--- src/rtl/ws_pkg.sv ---
// Shared types and defaults for the GRB one-wire bit shipper.
// Optional colour dimming is enabled with the GRB_BRIGHT_EN macro.
package ws_pkg;

    localparam int PIX_W        = 24;
    localparam int BITS_PER_LED = 24;

    localparam int NUM_LEDS_DEF = 8;
    localparam int ADDR_W_DEF   = 3;
    localparam int T0H_DEF      = 40;
    localparam int T1H_DEF      = 80;
    localparam int TBIT_DEF     = 125;
    localparam int TRST_DEF     = 5000;

    typedef enum logic [2:0] {
        IDLE,
        FETCH,
        CAPT,
        BIT,
        LATCH
    } shipState_t;

    // Each colour byte is shifted on its own so no bits bleed across channels.
    function automatic logic [PIX_W-1:0] dimPixel(
        input logic [PIX_W-1:0] p,
        input logic [2:0]       sh
    );
        dimPixel = {p[23:16] >> sh, p[15:8] >> sh, p[7:0] >> sh};
    endfunction

endpackage

--- src/rtl/ws_bit_timer.sv ---
// Bit-period timer: produces the high phase and the end-of-bit strobe.
// Counts 0..TBIT-1 while enabled; start clears it for a fresh bit stream.
module ws_bit_timer
    import ws_pkg::*;
#(
    parameter int T0H  = T0H_DEF,
    parameter int T1H  = T1H_DEF,
    parameter int TBIT = TBIT_DEF
) (
    input  logic clk,
    input  logic reset,
    input  logic start,
    input  logic en,
    input  logic bitval,
    output logic dout_hi,
    output logic bit_end
);

    localparam int CW = (TBIT > 1) ? $clog2(TBIT) : 1;

    localparam logic [CW-1:0] HI0  = CW'(T0H);
    localparam logic [CW-1:0] HI1  = CW'(T1H);
    localparam logic [CW-1:0] LAST = CW'(TBIT - 1);

    logic [CW-1:0] cnt;

    assign bit_end = en && (cnt == LAST);
    assign dout_hi = en && (cnt < (bitval ? HI1 : HI0));

    always_ff @(posedge clk) begin
        if (reset || start) begin
            cnt <= '0;
        end else if (en) begin
            cnt <= bit_end ? '0 : cnt + CW'(1);
        end
    end

endmodule

--- src/rtl/grb_bit_shipper.sv ---
// WS2812-style serializer: ships NUM_LEDS GRB words MSB first, then latches.
// Define GRB_BRIGHT_EN to add the bright[2:0] per-byte dimming input.
module grb_bit_shipper
    import ws_pkg::*;
#(
    parameter int NUM_LEDS = NUM_LEDS_DEF,
    parameter int ADDR_W   = ADDR_W_DEF,
    parameter int T0H      = T0H_DEF,
    parameter int T1H      = T1H_DEF,
    parameter int TBIT     = TBIT_DEF,
    parameter int TRST     = TRST_DEF
) (
    input  logic              clk,
    input  logic              reset,
    input  logic              ship,
    input  logic              clr,
`ifdef GRB_BRIGHT_EN
    input  logic [2:0]        bright,
`endif
    input  logic [PIX_W-1:0]  pix_data,
    output logic [ADDR_W-1:0] pix_addr,
    output logic              pix_rd,
    output logic              dout,
    output logic              done,
    output logic              all_done,
    output logic              busy
);

    localparam int LW = (TRST > 0) ? $clog2(TRST + 1) : 1;

    localparam logic [LW-1:0]     LATCH_LAST = LW'(TRST);
    localparam logic [ADDR_W-1:0] LAST_LED   = ADDR_W'(NUM_LEDS - 1);
    localparam logic [4:0]        LAST_BIT   = 5'(BITS_PER_LED - 1);

    shipState_t        state;
    logic              clearMode;
    logic [PIX_W-1:0]  shreg;
    logic [PIX_W-1:0]  nextPix;
    logic [4:0]        bitIdx;
    logic [ADDR_W-1:0] ledIdx;
    logic [LW-1:0]     latchCnt;
    logic              pixRdDly;
    logic [2:0]        brightSel;
    logic              doutHi;
    logic              bitEnd;
    logic              timerStart;
    logic              timerEn;

`ifdef GRB_BRIGHT_EN
    assign brightSel = bright;
`else
    assign brightSel = 3'd0;
`endif

    assign timerStart = (state == CAPT);
    assign timerEn    = (state == BIT);

    ws_bit_timer #(
        .T0H  (T0H),
        .T1H  (T1H),
        .TBIT (TBIT)
    ) bitTimer (
        .clk     (clk),
        .reset   (reset),
        .start   (timerStart),
        .en      (timerEn),
        .bitval  (shreg[PIX_W-1]),
        .dout_hi (doutHi),
        .bit_end (bitEnd)
    );

    always_ff @(posedge clk) begin
        if (reset) begin
            state     <= IDLE;
            clearMode <= 1'b0;
            shreg     <= '0;
            nextPix   <= '0;
            bitIdx    <= '0;
            ledIdx    <= '0;
            latchCnt  <= '0;
            pixRdDly  <= 1'b0;
            pix_addr  <= '0;
            pix_rd    <= 1'b0;
            dout      <= 1'b0;
            done      <= 1'b0;
            all_done  <= 1'b0;
            busy      <= 1'b0;
        end else begin
            pix_rd   <= 1'b0;
            done     <= 1'b0;
            all_done <= 1'b0;
            pixRdDly <= pix_rd;

            unique case (state)
                IDLE: begin
                    dout <= 1'b0;
                    if (ship) begin
                        state     <= FETCH;
                        clearMode <= 1'b0;
                        pix_rd    <= 1'b1;
                        pix_addr  <= '0;
                        busy      <= 1'b1;
                    end else if (clr) begin
                        state     <= FETCH;
                        clearMode <= 1'b1;
                        pix_addr  <= '0;
                        busy      <= 1'b1;
                    end
                end

                FETCH: begin
                    state <= CAPT;
                end

                CAPT: begin
                    shreg  <= clearMode ? '0
                                        : dimPixel(pix_data, brightSel);
                    bitIdx <= '0;
                    ledIdx <= '0;
                    state  <= BIT;
                    if (!clearMode && NUM_LEDS > 1) begin
                        pix_rd   <= 1'b1;
                        pix_addr <= ADDR_W'(1);
                    end
                end

                BIT: begin
                    dout <= doutHi;
                    // Prefetched word lands one cycle after its strobe.
                    if (pixRdDly && !clearMode) begin
                        nextPix <= dimPixel(pix_data, brightSel);
                    end
                    if (bitEnd) begin
                        shreg <= shreg << 1;
                        if (bitIdx == LAST_BIT) begin
                            bitIdx <= '0;
                            if (ledIdx == LAST_LED) begin
                                state    <= LATCH;
                                latchCnt <= '0;
                                dout     <= 1'b0;
                            end else begin
                                ledIdx <= ledIdx + ADDR_W'(1);
                                shreg  <= clearMode ? '0 : nextPix;
                                if (!clearMode &&
                                    int'(ledIdx) + 2 < NUM_LEDS) begin
                                    pix_rd   <= 1'b1;
                                    pix_addr <= ledIdx + ADDR_W'(2);
                                end
                            end
                        end else begin
                            bitIdx <= bitIdx + 5'd1;
                        end
                    end
                end

                LATCH: begin
                    dout <= 1'b0;
                    // done lines up with the end of the last low phase on dout.
                    if (latchCnt == '0) begin
                        done <= 1'b1;
                    end
                    if (latchCnt == LATCH_LAST) begin
                        all_done <= 1'b1;
                        busy     <= 1'b0;
                        state    <= IDLE;
                        latchCnt <= '0;
                    end else begin
                        latchCnt <= latchCnt + LW'(1);
                    end
                end

                default: begin
                    state <= IDLE;
                end
            endcase
        end
    end

endmodule

--- config.mk ---
export PLATFORM = sky130hd
export DESIGN_NAME = grb_bit_shipper
export DESIGN_NICKNAME = d
export VERILOG_FILES = /design/src/rtl/ws_pkg.sv /design/src/rtl/ws_bit_timer.sv /design/src/rtl/grb_bit_shipper.sv
export SDC_FILE = /design/constraint.sdc
export NUM_CORES = 1
export LEC_CHECK = 0
export BUFFER_PORTS_ARGS = -buffer_cell sky130_fd_sc_hd__buf_2
export CORE_MARGIN = 2
export CORE_UTILIZATION = 60
export DETAILED_ROUTE_END_ITERATION = 16
export PLACE_DENSITY = 0.8
export SYNTH_ARGS = -nofsm -noshare
export SYNTH_HDL_FRONTEND = slang
export SYNTH_SLANG_ARGS = --single-unit
--- constraint.sdc ---
create_clock -name clk -period 2.4 [get_ports clk]
set_input_delay 0.24 -clock clk [delete_from_list [all_inputs] [get_ports clk]]
set_output_delay 0.24 -clock clk [all_outputs]
set_load 0.01 [all_outputs]
## After elaboration in Yosys (flattened, before gate mapping)

Cells that the tools add are included.

- $add $sub $neg: 6
- Order comparisons: 2
- Equality and inequality tests: 16
- Mux-type cells: 53
- Bitwise operators: 1
- Reductions and logical operators: 24

Operators with widths:

| cell | number |
|---|---|
| $mux W24 | 5 |
| $mux W13 | 4 |
| $mux W3 | 16 |
| $pmux W24 S2 | 1 |
| $pmux W13 S2 | 1 |
| $mux W1 | 15 |
| $pmux W3 S5 | 1 |
| $mux W7 | 2 |
| $ne A2 B2 Y1 const B | 7 |
| $add A13 B1 Y13 const B | 1 |
| $eq A13 B13 Y1 const B | 1 |
| $logic_not A13 Y1 | 1 |
| $mux W5 | 2 |
| $pmux W5 S2 | 1 |
| $reduce_bool A2 Y1 | 5 |
| $pmux W3 S3 | 1 |
| $reduce_and A4 Y1 | 2 |
| $add A7 B1 Y7 const B | 1 |
| $eq A7 B7 Y1 const B | 1 |
| $lt A7 B7 Y1 | 1 |
| $reduce_and A7 Y1 | 1 |
| $eq A3 B2 Y1 const B | 2 |
| $eq A3 B3 Y1 const B | 2 |
| $pmux W3 S2 | 1 |
| 20 further kinds | 27 |

- Register bits after elaboration: 89
- Input port bits: 28
- Output and inout bits: 8
- Logic and storage cells: 117

## Depth between registers and ports, before layout

- Word-level depth: 8
- Gate-level depth with buffers: 8
- Mapped depth without buffers: 6

## Hierarchy

A second synthesis with hierarchy kept.

- Cells, all modules: 542
- Area, all modules: 4459.3 µm²

By module, submodules not included:

| module | times used | cells each | area each (µm²) |
|---|---|---|---|
| grb_bit_shipper | 1 | 493 | 4033.9 |
| ws_bit_timer | 1 | 49 | 425.4 |

## Worst setup path before layout

Ideal clock, no wire load.

- Kind: reg2reg
- Start point: reg bitTimer.cnt[0]
- End point: reg pix_addr[0]
- Arrival time: 1797 ps
- Data required time: 2279 ps
- Slack: 483 ps
- Stages on the path, launching flop included: 7
- Buffers on the path: 0
- Clock period less this slack: 1917 ps
- Path through: dfxtp_1 -> inv_1 -> ha_1 -> nand4_1 -> nor4_1 -> a2bb2oi_2 -> mux2_2

- Longest elaborated chain between the ends: 4

RTL lines:

| element | RTL line | RTL |
|---|---|---|
| start, declared | ws_bit_timer.sv:25 | `logic [CW-1:0] cnt;` |
| start signal, assigned | ws_bit_timer.sv:34 | `cnt <= bit_end ? '0 : cnt + CW'(1);` |
| $eq A7 B7 Y1 | ws_bit_timer.sv:27 | `assign bit_end = en && (cnt == LAST);` |
| $logic_and A1 B1 Y1 | ws_bit_timer.sv:27 |  |
| $ne A2 B2 Y1 (no source line) | n/a |  |
| $reduce_and A7 Y1 (no source line) | n/a |  |
| end signal, assigned | grb_bit_shipper.sv:147 | `pix_addr <= ledIdx + ADDR_W'(2);` |
| end, declared | grb_bit_shipper.sv:21 | `output logic [ADDR_W-1:0] pix_addr,` |

No other way between the ends.
A chain may end at the register's enable or synchronous reset.

## Final worst setup path

- Start point: reg state[1]
- End point: reg shreg[20]

- Longest elaborated chain between the ends: 4
- Elaborated cells on any way between the ends: 7
- Those cells by class: 3 x eq/ne; 1 x mux; 3 x reduce/logical

RTL lines:

| element | RTL line | RTL |
|---|---|---|
| start, declared | grb_bit_shipper.sv:35 | `shipState_t state;` |
| start signal, assigned | grb_bit_shipper.sv:74 | `state <= IDLE;` |
| start signal, assigned | grb_bit_shipper.sv:98 | `state <= FETCH;` |
| start signal, assigned | grb_bit_shipper.sv:104 | `state <= FETCH;` |
| $eq A3 B2 Y1 | grb_bit_shipper.sv:56, grb_bit_shipper.sv:94 |  |
| $logic_and A1 B1 Y1 | ws_bit_timer.sv:27 |  |
| $ne A2 B2 Y1 (no source line) | n/a |  |
| $reduce_and A2 Y1 (no source line) | n/a |  |
| end signal, assigned | grb_bit_shipper.sv:116 | `shreg <= clearMode ? '0` |
| end signal, assigned | grb_bit_shipper.sv:134 | `shreg <= shreg << 1;` |
| end signal, assigned | grb_bit_shipper.sv:143 | `shreg <= clearMode ? '0 : nextPix;` |
| end, declared | grb_bit_shipper.sv:37 | `logic [PIX_W-1:0] shreg;` |

Parallel ways exist; a longest one is shown, timed or not.

==> flow_summary.json <==
{
  "multiInputGateArea_um2": 2480,
  "rsz0062_at_grt": "no",
  "hold_buffers": 0,
  "cts-root-buf": "clkbuf_8",
  "areaGrowthSynthToFinish_pct": 10.4,
  "cp_slowest_cell": "dfxtp_1",
  "p_clk_frac": 0.316,
  "cts_tree": "built",
  "synth_seq_area_share": 0.394,
  "place_hpwl_mm": 7.02,
  "synth_nets": 610,
  "final_cell_mix": "nand2_1 (112), dfxtp_1 (89), a21oi_1 (67), buf_2 (35), nand4_1 (33)",
  "clkSinkCount": 89,
  "grtUsageTotal": 0.267,
  "grt_pass1_vias": 4088,
  "end_kind": "flip-flop",
  "fill_cells": 610,
  "final_hold_viol_count": 0,
  "antenna_found_initial": 0,
  "final_util": 0.687,
  "rows": 31,
  "ir_worst_vdd_v": 0.000316,
  "yosys_register_bits": 89,
  "synth_edf_count": 0,
  "htree_levels": 3,
  "io-pin-count": 36,
  "clk_pin_slew_worst_paths_ns": 0.09,
  "routabilityCongestion": 0.859,
  "initial_utilization": 0.623,
  "grt_pass1_wl_mm": 18.4,
  "period_share": 0.863,
  "synthCells": 571,
  "avgSynthCellArea_um2": 7.91,
  "firstDrtPassIters": 4,
  "yosysWarnings": 0,
  "dpl.cell_count": 683,
  "pre_cts_ws_ns": 0.359,
  "async_reset_ff_frac": 0,
  "worstSetupPathType": "reg2reg",
  "clock_latency_ns": 0.36,
  "overflow": 0,
  "ctsResizeCount": 0,
  "wl_mm": 10.7,
  "relSlewSlack": 0.455,
  "die_w_um": 90.8,
  "syn_area_um2": 4520,
  "cts_buffer_depth": 2,
  "core_area_um2": 7250,
  "portBuffers": 35,
  "internal-power_mw": 2.21,
  "regArea_um2": 1780,
  "route.detailed.wl_per_inst_um": 15.3,
  "slowest_delay_ns": 0.57,
  "pwr-share-comb": 0.160,
  "drtIter0Drc": 257,
  "setup_violations": 0,
  "post-cts-setup-buffer-count": 0,
  "finalMaxSlewViolations": 0,
  "cellPowerDensity_nw_per_um2": 616,
  "p_leak_nw": 1.84,
  "fmax_ghz": 0.483,
  "crit_path_max_fanout": 15,
  "finalNonFillerCells": 698,
  "p_switching_uw": 862,
  "layout_commonest_cell": "nand2_1",
  "diodes": 0,
  "setup_ws_ns": 0.328,
  "worstPathCellList": "and3b_1 > buf_4 > nand4_1 > a21o_1 > a311oi_1",
  "setup-tns-final_ns": 0,
  "power.share.sequential": 0.523,
  "swShare": 0.281,
  "period_minus_slack_ns": 2.07,
  "drive_gt1_frac": 0.135,
  "grt_max_degree": 80,
  "maxCapViolations": 0,
  "hold_class": "in2reg",
  "dieArea_um2": 8240,
  "synthFlopType": "dfxtp_1",
  "final.setup_skew_ns": 0.0119,
  "critPathTopFamily": "simple AND/OR/NAND/NOR gates",
  "arrival_ns": 2.33,
  "nets": 634,
  "crit_buf_inv": 1,
  "drtAntennaViolNets": 0,
  "die_h_um": 90.8,
  "drc_errors": 0,
  "outcome": "completed",
  "via_per_inst": 6.10,
  "worst_pin_slew_ns": 0.818,
  "required_ns": 2.66,
  "num_vias": 4259,
  "cts_buffers": 9,
  "critPathLaunchType": "flip-flop",
  "synth.distinct_cells": 51
}
-- worst paths after layout --
kind / end / startpoint / slack (ns) / cells past startpoint
setup / recovery: shreg[20]$_SDFFE_PP0P_ / state[1]$_SDFFE_PP0P_ / 0.33 / 5
hold / removal: nextPix[10]$_SDFFE_PP0P_ / pix_data[10] / 0.12 / 3
setup reg to reg: shreg[20]$_SDFFE_PP0P_ / state[1]$_SDFFE_PP0P_ / 0.33 / 5
hold reg to reg: nextPix[11]$_SDFFE_PP0P_ / nextPix[11]$_SDFFE_PP0P_ / 0.46 / 2
-- kinds of logic (layout without fill, tap and decap cells) --
group / after synthesis / count (layout) / synth area share
AO/OA/AOI/OAI: 167 / 167 / 0.244
XOR/XNOR: 5 / 5 / 0.00969
adder cells (fa/ha/maj): 11 / 11 / 0.0305
buffers and inverters: 65 / 93 / 0.0585
flip-flops: 89 / 89 / 0.394
multiplexers: 3 / 3 / 0.00720
AND/OR/NAND/NOR: 231 / 231 / 0.256
-- cell type report --
| type | instances | area share |
|---|---|---|
| Clock buffer | 14 | 0.0346 |
| Clock inverter | 1 | 0.00176 |
| Inverter | 20 | 0.0151 |
| Multi-Input combinational cell | 417 | 0.497 |
| Sequential cell | 89 | 0.357 |
| Tap cell | 99 | 0.0248 |
| Timing Repair Buffer | 58 | 0.0698 |
-- routing by layer --
layer	track usage	wire, um
met1	0.346	4750
met2	0.447	5210
met3	0.0401	574
met4	0.108	114
met5	0	0
-- synth_stat cells, drive strengths merged, types with 2 or more instances --
cell type,instances,share of area
nor3b,2,0.0033
o21a,4,0.0066
a211o,2,0.0039
a211oi,3,0.0050
and3,5,0.0069
nand3b,7,0.012
dfxtp,89,0.39
a21oi,67,0.074
o311ai,3,0.0058
or2,2,0.0028
xor2,4,0.0078
nor4,5,0.0069
or4b,2,0.0053
ha,11,0.030
and2,2,0.0028
a21o,24,0.040
nand4,33,0.046
or3,2,0.0028
or4,4,0.0066
clkbuf,27,0.022
nand2b,5,0.0069
nand3,14,0.016
a311oi,23,0.045
buf,18,0.019
o211ai,8,0.013
nor2b,8,0.011
o41ai,2,0.0039
and4b,2,0.0044
o21bai,2,0.0033
o31ai,2,0.0033
a2bb2oi,2,0.0053
nor2,10,0.0083
mux2,2,0.0050
inv,19,0.016
nand2,112,0.093
nor3,13,0.014
o21ai,21,0.024
-- worst min-delay path, cell delays in order --
cell and delay, ns:
buf_2 0.10, nand2_1 0.05, a21oi_1 0.05
-- state kept, by name (all words and copies together) (netlist names), 3 cells and up --
signal and count:
state 3, bitIdx 5, ledIdx 3, pix_addr 3, bitTimer.cnt 7, shreg 24
latchCnt 13, nextPix 24
-- power by group through the flow --
stage                     Combinational, mW  Clock (mW)  Sequential [mW]
after floorplan                       0.360           0             1.62
after global placement                0.478           0             1.64
after detailed placement              0.489           0             1.64
after CTS                             0.492       0.990             1.61
after global routing                  0.541        1.06             1.62
final                                 0.493       0.972             1.61
-- through the flow --
| stage | hold WS [ns] | power, mW | instance area [um^2] |
|---|---|---|---|
| after floorplan | 0.337 | 1.98 | 4520 |
| after global placement | 0.442 | 2.11 | 4800 |
| after detailed placement | 0.447 | 2.13 | 4800 |
| after CTS | 0.115 | 3.09 | 4990 |
| after global routing | 0.119 | 3.22 | 4990 |
| final | 0.119 | 3.07 | 4990 |
Power figures use the tool's default switching activity.
